### src/rtl/minmax_reduce_ctrl_if.sv
// Handshake and result bundle for the signed min/max frame reducer.
interface minmax_reduce_ctrl_if #(
    parameter int WIDTH     = 8,
    parameter int MAX_COUNT = 16
);
    localparam int CW = $clog2(MAX_COUNT) + 1;

    logic                    start;
    logic                    in_valid;
    logic                    in_ready;
    logic signed [WIDTH-1:0] in_data;
    logic                    in_active;
    logic                    in_last;
    logic signed [WIDTH-1:0] max_out;
    logic signed [WIDTH-1:0] min_out;
    logic                    result_active;
    logic [CW-1:0]           count_out;
    logic                    overflow;
    logic                    out_valid;
    logic                    out_ready;
    logic                    busy;

    modport slave (
        input  start, in_valid, in_data, in_active, in_last, out_ready,
        output in_ready, max_out, min_out, result_active, count_out,
               overflow, out_valid, busy
    );

    modport master (
        output start, in_valid, in_data, in_active, in_last, out_ready,
        input  in_ready, max_out, min_out, result_active, count_out,
               overflow, out_valid, busy
    );
endinterface

### src/rtl/minmax_reduce_ctrl.sv
// Frame-based signed min/max reducer: accumulates active beats of a frame and
// presents max/min/count with a valid/ready result handshake.
module minmax_reduce_ctrl #(
    parameter int WIDTH     = 8,
    parameter int MAX_COUNT = 16
) (
    input  logic                 clk,
    input  logic                 rst_n,
    minmax_reduce_ctrl_if.slave  bus
);
    localparam int CW = $clog2(MAX_COUNT) + 1;
    localparam logic signed [WIDTH-1:0] SMIN     = {1'b1, {(WIDTH-1){1'b0}}};
    localparam logic signed [WIDTH-1:0] SMAX     = {1'b0, {(WIDTH-1){1'b1}}};
    localparam logic [CW-1:0]           LAST_CNT = CW'(MAX_COUNT - 1);

    typedef enum logic [1:0] {IDLE, ACCUM, DONE} state_t;

    state_t                  state_q, state_d;
    logic signed [WIDTH-1:0] max_q, max_d;
    logic signed [WIDTH-1:0] min_q, min_d;
    logic                    act_q, act_d;
    logic [CW-1:0]           cnt_q, cnt_d;
    logic                    ovf_q, ovf_d;

    always_ff @(posedge clk or negedge rst_n) begin
        if (!rst_n) begin
            state_q <= IDLE;
            max_q   <= SMIN;
            min_q   <= SMAX;
            act_q   <= 1'b0;
            cnt_q   <= '0;
            ovf_q   <= 1'b0;
        end else begin
            state_q <= state_d;
            max_q   <= max_d;
            min_q   <= min_d;
            act_q   <= act_d;
            cnt_q   <= cnt_d;
            ovf_q   <= ovf_d;
        end
    end

    always_comb begin
        state_d = state_q;
        max_d   = max_q;
        min_d   = min_q;
        act_d   = act_q;
        cnt_d   = cnt_q;
        ovf_d   = ovf_q;
        case (state_q)
            IDLE: begin
                if (bus.start) begin
                    state_d = ACCUM;
                    max_d   = SMIN;
                    min_d   = SMAX;
                    act_d   = 1'b0;
                    cnt_d   = '0;
                    ovf_d   = 1'b0;
                end
            end
            ACCUM: begin
                // in_ready is high for the whole of ACCUM, so in_valid alone is the handshake.
                if (bus.in_valid) begin
                    cnt_d = cnt_q + 1'b1;
                    if (bus.in_active) begin
                        if ($signed(bus.in_data) > max_q) max_d = bus.in_data;
                        if ($signed(bus.in_data) < min_q) min_d = bus.in_data;
                        act_d = 1'b1;
                    end
                    if (bus.in_last) begin
                        state_d = DONE;
                    end else if (cnt_q == LAST_CNT) begin
                        state_d = DONE;
                        ovf_d   = 1'b1;
                    end
                end
            end
            DONE: begin
                if (bus.out_ready) state_d = IDLE;
            end
            default: state_d = IDLE;
        endcase
    end

    assign bus.in_ready      = (state_q == ACCUM);
    assign bus.out_valid     = (state_q == DONE);
    assign bus.busy          = (state_q != IDLE);
    assign bus.max_out       = max_q;
    assign bus.min_out       = min_q;
    assign bus.result_active = act_q;
    assign bus.count_out     = cnt_q;
    assign bus.overflow      = ovf_q;
endmodule

### src/flat_wrapper.sv
// flat-port wrapper written by rule: the top's interface ports become plain ports
module minmax_reduce_ctrl_flat 
#(
    parameter int WIDTH     = 8,
    parameter int MAX_COUNT = 16
)
  (clk, rst_n, bus_start, bus_in_valid, bus_in_data, bus_in_active, bus_in_last, bus_out_ready, bus_in_ready, bus_max_out, bus_min_out, bus_result_active, bus_count_out, bus_overflow, bus_out_valid, bus_busy);
  minmax_reduce_ctrl_if #(.WIDTH(WIDTH), .MAX_COUNT(MAX_COUNT)) bus_i ();
  input  logic clk;
  input  logic rst_n;
  input wire logic [$bits(bus_i.start)-1:0] bus_start;
  input wire logic [$bits(bus_i.in_valid)-1:0] bus_in_valid;
  input wire logic [$bits(bus_i.in_data)-1:0] bus_in_data;
  input wire logic [$bits(bus_i.in_active)-1:0] bus_in_active;
  input wire logic [$bits(bus_i.in_last)-1:0] bus_in_last;
  input wire logic [$bits(bus_i.out_ready)-1:0] bus_out_ready;
  output wire logic [$bits(bus_i.in_ready)-1:0] bus_in_ready;
  output wire logic [$bits(bus_i.max_out)-1:0] bus_max_out;
  output wire logic [$bits(bus_i.min_out)-1:0] bus_min_out;
  output wire logic [$bits(bus_i.result_active)-1:0] bus_result_active;
  output wire logic [$bits(bus_i.count_out)-1:0] bus_count_out;
  output wire logic [$bits(bus_i.overflow)-1:0] bus_overflow;
  output wire logic [$bits(bus_i.out_valid)-1:0] bus_out_valid;
  output wire logic [$bits(bus_i.busy)-1:0] bus_busy;
  assign bus_i.start = bus_start;
  assign bus_i.in_valid = bus_in_valid;
  assign bus_i.in_data = bus_in_data;
  assign bus_i.in_active = bus_in_active;
  assign bus_i.in_last = bus_in_last;
  assign bus_i.out_ready = bus_out_ready;
  assign bus_in_ready = bus_i.in_ready;
  assign bus_max_out = bus_i.max_out;
  assign bus_min_out = bus_i.min_out;
  assign bus_result_active = bus_i.result_active;
  assign bus_count_out = bus_i.count_out;
  assign bus_overflow = bus_i.overflow;
  assign bus_out_valid = bus_i.out_valid;
  assign bus_busy = bus_i.busy;
  minmax_reduce_ctrl #(.WIDTH(WIDTH), .MAX_COUNT(MAX_COUNT)) u_core (.clk(clk), .rst_n(rst_n), .bus(bus_i));
endmodule
### config.mk
export PLATFORM = sky130hd
export DESIGN_NAME = minmax_reduce_ctrl_flat
export DESIGN_NICKNAME = d
export VERILOG_FILES = /design/src/rtl/minmax_reduce_ctrl_if.sv /design/src/rtl/minmax_reduce_ctrl.sv /design/src/flat_wrapper.sv
export SDC_FILE = /design/constraint.sdc
export NUM_CORES = 1
export LEC_CHECK = 0
export ABC_AREA = 1
export CORE_UTILIZATION = 49
export DETAILED_ROUTE_END_ITERATION = 8
export PLACE_DENSITY = 0.83
export SLEW_MARGIN = 15
export SYNTH_ARGS = -nofsm -noshare
export SYNTH_HDL_FRONTEND = slang
export SYNTH_SLANG_ARGS = --single-unit
### constraint.sdc
create_clock -name clk -period 1.9 [get_ports clk]
set_input_delay 0.38 -clock clk [delete_from_list [all_inputs] [get_ports clk]]
set_output_delay 0.38 -clock clk [all_outputs]
set_load 0.01 [all_outputs]
After elaboration in Yosys (flattened, before gate mapping). Cells that the tools add are included.

Reduce and logical (&&, ||, !) cells: 9. $lt $le $gt $ge: 2. Mux-type cells: 27. Add/sub/neg operators: 1. Eq/ne operators: 12.

Operators by type and width (number): $mux W8 (8); $pmux W8 S2 (2); $reduce_and A5 Y1 (3); $mux W2 (5); $mux W5 (2); $ne A2 B2 Y1 const B (5); $pmux W5 S2 (1); $gt A8 B8 Y1 (1); $lt A8 B8 Y1 (1); $reduce_and A4 Y1 (2); $mux W1 (6); $ne A2 B1 Y1 const B (3); $pmux W2 S3 (1); $add A5 B1 Y5 const B (1); $eq A5 B4 Y1 const B (1); $pmux W1 S2 (2); $reduce_bool A2 Y1 (2); $ne A3 B2 Y1 const B (1); $reduce_and A3 Y1 (1); $eq A2 B1 Y1 const B (1); $eq A2 B2 Y1 const B (1); $logic_not A2 Y1 (1).

Bits in registers: 25.

Depth between registers and ports, before layout. Gate-level depths: netlist (run 1).

Word-level depth: 5. Depth in mapped cells: 15.

Least setup slack after synthesis (run 1). OpenSTA, ideal clock, no wires.

Path kind: register -> register. Start: register u_core.max_q[7], in the netlist u_core.bus.max_out[7]. End: register u_core.max_q[0], in the netlist u_core.bus.max_out[0]. Buffers on the path: 0. Required time: 1.783 ns. Setup slack: 0.175 ns. Clock period less this slack: 1.725 ns. Arrival time: 1.608 ns. Cell stages (with the launch flop): 13. Library setup time: 0.117 ns. Path through: dfstp_2 > inv_1 > ha_1 > nand2_1 > nor2_1 > nor2_1 > nand2_1 > nand2_1 > nand3_1 > nand2_2 > nand2_4 > nand2_1 > nand2_1.

Longest elaborated chain between the ends: 3.

RTL lines: start, declared (RTL line minmax_reduce_ctrl.sv:19) `logic signed [WIDTH-1:0] max_q, max_d;`; start signal, assigned (RTL line minmax_reduce_ctrl.sv:35) `max_q <= max_d;`; $gt A8 B8 Y1 (RTL line minmax_reduce_ctrl.sv:66) `if ($signed(bus.in_data) > max_q) max_d = bus.in_data;`; $ne A2 B1 Y1 (no source line); $reduce_and A5 Y1 (no source line).

No other way between the ends. A chain may end at the register's enable or synchronous reset.

Final worst setup path (run 1).
Start: input bus_in_data[6]. End: register u_core.max_q[5], in the netlist u_core.bus.max_out[5].

Longest elaborated chain between the ends: 3.

RTL lines: start, declared (RTL line flat_wrapper.sv:13) `input wire logic [$bits(bus_i.in_data)-1:0] bus_in_data;`; $gt A8 B8 Y1 (RTL line minmax_reduce_ctrl.sv:66); $ne A2 B1 Y1 (no source line); $reduce_and A5 Y1 (no source line).

No other way between the ends.

==> results of run 1 <==
[layout by cell type, fill, tap and decap left out, types with 2 or more instances in the layout]
cell type        count
ha_4                 4
dfrtp_2              2
inv_2                2
a21oi_2              2
o22ai_1              2
nand3_1             18
dlymetal6s2s_1       5
nor2_4               2
nor2_2               2
clkdlybuf4s50_1     33
clkbuf_4             3
nand2_1             57
or2_2                2
o21ai_0              4
ha_1                13
a21oi_1              5
nor2_1              12
inv_4                2
dfstp_2              8
nand2_2              9
nand2_4              4
dfrtp_1             15
dlygate4sd2_1        2
or2_1                4
buf_4               13
inv_1               30
nor2_8               2
[report_power, final]
group | total, mW | internal, mW | leakage [nW] | switching, mW
combinational | 2.31 | 1.07 | 0.891 | 1.24
clock | 0.252 | 0.0809 | 0.0139 | 0.171
sequential | 0.992 | 0.806 | 0.310 | 0.186
total | 3.56 | 1.96 | 1.22 | 1.60
[logic make-up (layout without fill, tap and decap cells)]
family,Yosys count,count (layout),share of synthesized area (%)
multiplexers,1,1,0.599
adder cells (fa/ha/maj),17,17,12.7
flip-flops,25,25,38.1
AND/OR/NAND/NOR,118,118,34.3
AO/OA/AOI/OAI,17,17,5.69
buffers and inverters,35,93,8.61
[synthesized netlist by cell type (all sizes together) (2+ instances only)]
cell   count
a21oi      7
dfrtp     17
dfstp      8
ha        17
inv       34
nand2     71
nand3     20
nor2      18
o21ai      5
o22ai      2
or2        6
[area by class of cell]
type / count / area, sq um
fill: 244 / 753
clock buffer: 3 / 22.5
timing repair buffer: 55 / 539
inverter: 34 / 133
multi-input combinational: 153 / 1000
clock inverter: 1 / 7.51
tap: 44 / 55.1
sequential: 25 / 638
[stage by stage]
step | area (sq um) | power (mW) | hold slack, ns
6_report | 2400 | 3.56 | 0.395
3_3_place_gp | 2190 | 2.87 | 0.459
3_5_place_dp | 2190 | 2.93 | 0.465
5_1_grt | 2400 | 3.86 | 0.406
2_1_floorplan | 1670 | 2.17 | 0.0844
4_1_cts | 2230 | 3.21 | 0.402
[worst max path at each step]
stage                                         to                         startpoint  slack (ns)  cells past startpoint
2_1_floorplan  u_core.bus.max_out[0]$_DFFE_PN0P_  u_core.bus.max_out[7]$_DFFE_PN1P_        0.18                     12
3_3_place_gp   u_core.bus.max_out[5]$_DFFE_PN0P_                     bus_in_data[5]       -0.35                     12
3_5_place_dp   u_core.bus.max_out[0]$_DFFE_PN0P_                     bus_in_data[5]       -0.38                     12
4_1_cts                             bus_in_ready      u_core.state_q[0]$_DFFE_PN0P_       -0.02                      3
5_1_grt        u_core.bus.max_out[5]$_DFFE_PN0P_  u_core.bus.max_out[5]$_DFFE_PN0P_       -0.12                     12
6_report       u_core.bus.max_out[5]$_DFFE_PN0P_                     bus_in_data[6]       0.007                     12
[flip-flops by register name, summed over array words and instances (netlist names)]
name	flops
u_core.bus.result_active	1
u_core.bus.max_out	8
u_core.bus.min_out	8
u_core.state_q	2
u_core.bus.count_out	5
u_core.bus.overflow	1
[metal layers]
metal  vias up  part of all wire [%]  global-route usage, %
met4         0                   1.8                   7.31
met2        69                    51                   43.0
li1        790                     -                      -
met5         -                     0                      0
met3         9                   6.2                   3.84
met1       741                    41                   29.1
[repair_timing]
item / in CTS / in global routing
pin swaps: 0 / 11
setup buffers: 0 / 5
endpoints found under the setup margin: 9 / 17
gates resized for setup: 6 / 28
hold buffers: 0 / 0
==> flow_summary_export.csv, run 1 <==
group,metric,value,unit
critical_path,worstPathArrival,2.17,ns
synth,yosys_warnings,0,
clocking,cts-root-buf,"clkbuf_4",
clocking,clk_pin_slew_worst_paths,0.14,ns
synth,synth_top_cells_by_area,"dfrtp_1, nand2_1, ha_1",
floorplan,initial_utilization,53.0,%
sta,maxSlewHeadroom,78.7,%
placed_design,gp_congestion,0.878,
sta,worst_slack,0.00707,ns
sta,rsz0062_at_grt,"yes",
sta,tns,0,ns
synth,synth_cells,213,
clocking,insertion_delay,0.33,ns
power_and_ir_drop,power_density,1480,mW/mm^2
critical_path,endpoint_kind,"flop",
synth,synthesis.area,0.00167,sq mm
critical_path,crit_path_frequent_cell,"nand2_1",
sta,setup_viol,0,
synth,syn_avg_cell_area,7.84,sq um
route,wl_per_cell,13.2,um
critical_path,cpPeakStageDelay,0.55,ns
critical_path,crit_fanout,6,
run,cap_violations,0,
global_route,grt_pass1_vias,1511,
clocking,numCtsBuffers,3,
critical_path,reg2reg_depth,12,
power_and_ir_drop,ir_drop,754,uV
clocking,cts-htree-levels,1,
placed_design,portBuffers,40,
critical_path,cp_top_family,"simple AND/OR/NAND/NOR gates",
floorplan,die_area,0.00365,sq mm
placed_design,post-place-ws,-0.384,ns
critical_path,crit_chain,"clkdlybuf4s50_1 -> ha_1 -> nand2_2 -> nor2_1 -> nor2_1 -> nand2_1 -> nand2_1 -> nand3_2 -> nand2_4 -> buf_12 -> nand3_1 -> nand2_1",
synth,ys.flop_type,"dfrtp_1",
synth,synth_top_area_share,25.5,%
placed_design,dp_cells,306,
cells_and_area,drive_gt1_share,23.2,%
route,routed_wl,4160,um
cells_and_area,final_cells,315,
power_and_ir_drop,p_leak,1.22,nW
cells_and_area,fin_util,76.1,%
synth,synth_fp_nets,245,
cells_and_area,antenna_cells,0,
global_route,grt_pass1_wl,6420,um
route,drt_pass1_iterations,4,
synth,synth_seq_cells,25,
floorplan,rows,20,
floorplan,die_h,60.4,um
floorplan,core_area,0.00315,sq mm
outcome,status,"complete, no violations",
synth,ys_types,29,
sta,fin_skew,0.00379,ns
sta,period_needed,1.89,ns
sta,hold_violations,0,
floorplan,ios,41,
critical_path,cp.buffers_inverters,2,
sta,max_freq,528,MHz
clocking,cts_tree,"yes",
sta,tightest_slew,0.320,ns
global_route,grt_usage,23.8,%
route,route.antenna.remaining_nets,0,
global_route,grt_max_degree,26,
route,route.detailed.drc,0,
critical_path,cpMaxStageDelayCell,"clkdlybuf4s50_1",
critical_path,path_class,"in2reg",
critical_path,regToRegSetupSlack,0.007,ns
min_path,hold_path.class,"in2async",
global_route,antenna_found_initial,0,
floorplan,die_x,60.4,um
sta,timing.final.crit_share,99.6,%
sta,slew_violations,0,
route,drtIter0Drc,89,
global_route,grt-ovfl-total,0,
synth,synthArstFlopShare,100,%
critical_path,start_kind,"primary input",
clocking,clockBufferDepth,2,
critical_path,crit_required,2.18,ns
cells_and_area,nets,304,
synth,synth_edf_count,0,
clocking,cts_sinks,25,
synth,ys_seq_area_share,38.1,%
critical_path,r2r-end,"u_core.bus.max_out[5]$_DFFE_PN0P_",
placed_design,dp_hpwl,2950,um
route,vias,1609,
critical_path,reg2reg_from,"u_core.bus.max_out[5]$_DFFE_PN0P_",
cells_and_area,areaGrowthSynthToFinish,43.7,%
synth,yosysTopAreaCell,"dfrtp_1",
route,routed_via_density,5.11,
No activity file was read; power rests on OpenSTA's default activity.
==> inputs of run 2 (changes only) <==
CORE_UTILIZATION = 30   (was 49)
PLACE_DENSITY = 0.57   (was 0.83)
SKIP_LAST_GASP = 1   (was not set)
==> run 2 against run 1 <==
Maximum frequency grew 4.9%. Clock power up 27%. Critical path depth down 10. Global-route usage shrank 9.6 points. Hold slack better by 0.067 ns. Non-clock buffer count down 2. Worst setup slack improved by 0.088 ns. Sequential cell count unchanged. Largest power group unchanged. Die area rose by 61%.
==> flow_summary_export.csv, run 2 (synthesis gave the netlist of run 1 again) <==
group,metric,value,unit
critical_path,crit_chain,"buf_4 -> clkdlybuf4s50_1",
global_route,grt-ovfl-total,0,
floorplan,die_x,76.6,um
route,drt_pass1_iterations,4,
clocking,numCtsBuffers,3,
cells_and_area,fill_cells,533,
critical_path,path_class,"reg2out",
outcome,status,"complete, no violations",
critical_path,crit_fanout,2,
floorplan,ios,41,
cells_and_area,nets,304,
placed_design,gp_congestion,0.761,
route,wl_met2,1890,um
global_route,antenna_found_initial,0,
global_route,grt_pass1_vias,1416,
route,wl_met1,1910,um
clocking,cts_sinks,25,
route,vias,1502,
clocking,cts_tree,"yes",
sta,slew_violations,0,
min_path,hold_path.class,"in2reg",
cells_and_area,mostFrequentLayoutCell,"nand2_1",
route,drtIter0Drc,45,
floorplan,core_area,0.00524,sq mm
clocking,cts-root-buf,"clkbuf_8",
sta,fin_skew,0.00445,ns
sta,max_freq,554,MHz
sta,period_needed,1.81,ns
critical_path,crit_required,1.52,ns
route,routed_via_density,4.40,
sta,rsz0062_at_grt,"yes",
clocking,cts-htree-levels,1,
cells_and_area,antenna_cells,0,
clocking,insertion_delay,0.27,ns
floorplan,die_area,0.00587,sq mm
route,wl_per_cell,11.6,um
sta,maxSlewHeadroom,78.6,%
cells_and_area,postLayoutCellArea,0.00242,sq mm
critical_path,cpMaxStageDelayCell,"dfstp_2",
route,route.detailed.drc,0,
route,wl_met3,125,um
placed_design,portBuffers,40,
floorplan,rows,26,
cells_and_area,drive_gt1_share,23.2,%
cells_and_area,fin_util,46.3,%
route,routed_wl,3950,um
route,route.antenna.remaining_nets,0,
power_and_ir_drop,ir_drop,569,uV
clocking,postCtsHoldBufs,0,
placed_design,dpl_cell_area,0.00222,sq mm
run,cap_violations,0,
clocking,clockBufferDepth,2,
sta,tightest_slew,0.320,ns
placed_design,dp_hpwl,3070,um
power_and_ir_drop,total_power,3.48,mW
power_and_ir_drop,power_density,1440,mW/mm^2
cells_and_area,final_cell_mix,"nand2_1, clkdlybuf4s50_1, inv_1, nand3_1, dfrtp_1",
sta,timing.final.crit_share,95.0,%
critical_path,worstPathArrival,1.43,ns
critical_path,start_kind,"flop",
floorplan,initial_utilization,31.9,%
critical_path,cpPeakStageDelay,0.54,ns
sta,setup_viol,0,
cells_and_area,areaGrowthSynthToFinish,45.2,%
clocking,clk_pin_slew_worst_paths,0.09,ns
critical_path,endpoint_kind,"primary output",
floorplan,die_h,76.6,um
global_route,grt_usage,14.3,%
sta,hold_violations,0,
power_and_ir_drop,p_leak,1.23,nW
global_route,grt_pass1_wl,6710,um
global_route,grt_max_degree,26,
route,highest_layer,"met4",
## run 2: changes by cell type in the layout (fill, tap and decap cells not counted), moves of 2 or more
cell,change
dlymetal6s2s_1,+2
ha_1,+2
nand3_1,-2
ha_4,-2
clkbuf_4,-3
nand3_2,+3
clkbuf_8,+3
## run 2: path summary, 6_finish.rpt
kind / from / to / slack [ns] / cells past startpoint
max: u_core.bus.min_out[3]$_DFFE_PN1P_ / bus_min_out[3] / 0.09 / 2
min: bus_in_data[6] / u_core.bus.max_out[6]$_DFFE_PN0P_ / 0.46 / 3
max reg2reg: u_core.bus.min_out[5]$_DFFE_PN1P_ / u_core.bus.min_out[6]$_DFFE_PN1P_ / 0.10 / 10
min reg2reg: u_core.bus.min_out[4]$_DFFE_PN1P_ / u_core.bus.min_out[4]$_DFFE_PN1P_ / 0.47 / 2
max in group asynchronous: rst_n / u_core.bus.min_out[6]$_DFFE_PN1P_ / 1.12 / 2
min in group asynchronous: rst_n / u_core.bus.max_out[2]$_DFFE_PN0P_ / 0.48 / 2
## run 2: layout make-up
class,instances,area [sq um],share of cell area [%]
sequential,25,637,26.3
inverter,34,133,5.47
clock buffer,4,45.0,1.86
timing repair buffer,53,514,21.2
tap,70,87.6,3.61
multi-input combinational,155,1010,41.6
## run 2: repair_timing
action	CTS	global route
setup buffers	0	3
endpoints found under the setup margin	16	17
cloned	0	2
pin swaps	0	9
resized for setup	4	28
## run 2: where the power goes
part | internal [mW] | switching, mW | total (mW)
Combinational | 0.992 | 1.18 | 2.18
Clock | 0.150 | 0.172 | 0.321
Sequential | 0.804 | 0.183 | 0.987
Total | 1.95 | 1.54 | 3.48
## run 2: worst max-delay path, delay by kind of cell (launching register included)
family	cells	cell delay, ns
flip-flops	1	0.54
buffers and inverters	2	0.63
## run 2: through the flow
| step | hold slack (ns) | setup slack, ns | setup TNS, ns | instances |
|---|---|---|---|---|
| floorplan | 0.0844 | 0.175 | 0 | 213 |
| global placement | 0.462 | -0.285 | -4.33 | 332 |
| detailed placement | 0.463 | -0.312 | -4.74 | 332 |
| CTS | 0.477 | -0.0176 | -0.0176 | 336 |
| global route | 0.464 | -0.0103 | -0.0441 | 341 |
| finish | 0.462 | 0.0949 | 0 | 341 |
## run 2: routing by layer
layer	global-route usage, %	vias to the layer above
met3	1.68	2
li1	-	795
met2	24.2	28
met4	3.46	0
met1	19.2	677
met5	0	-
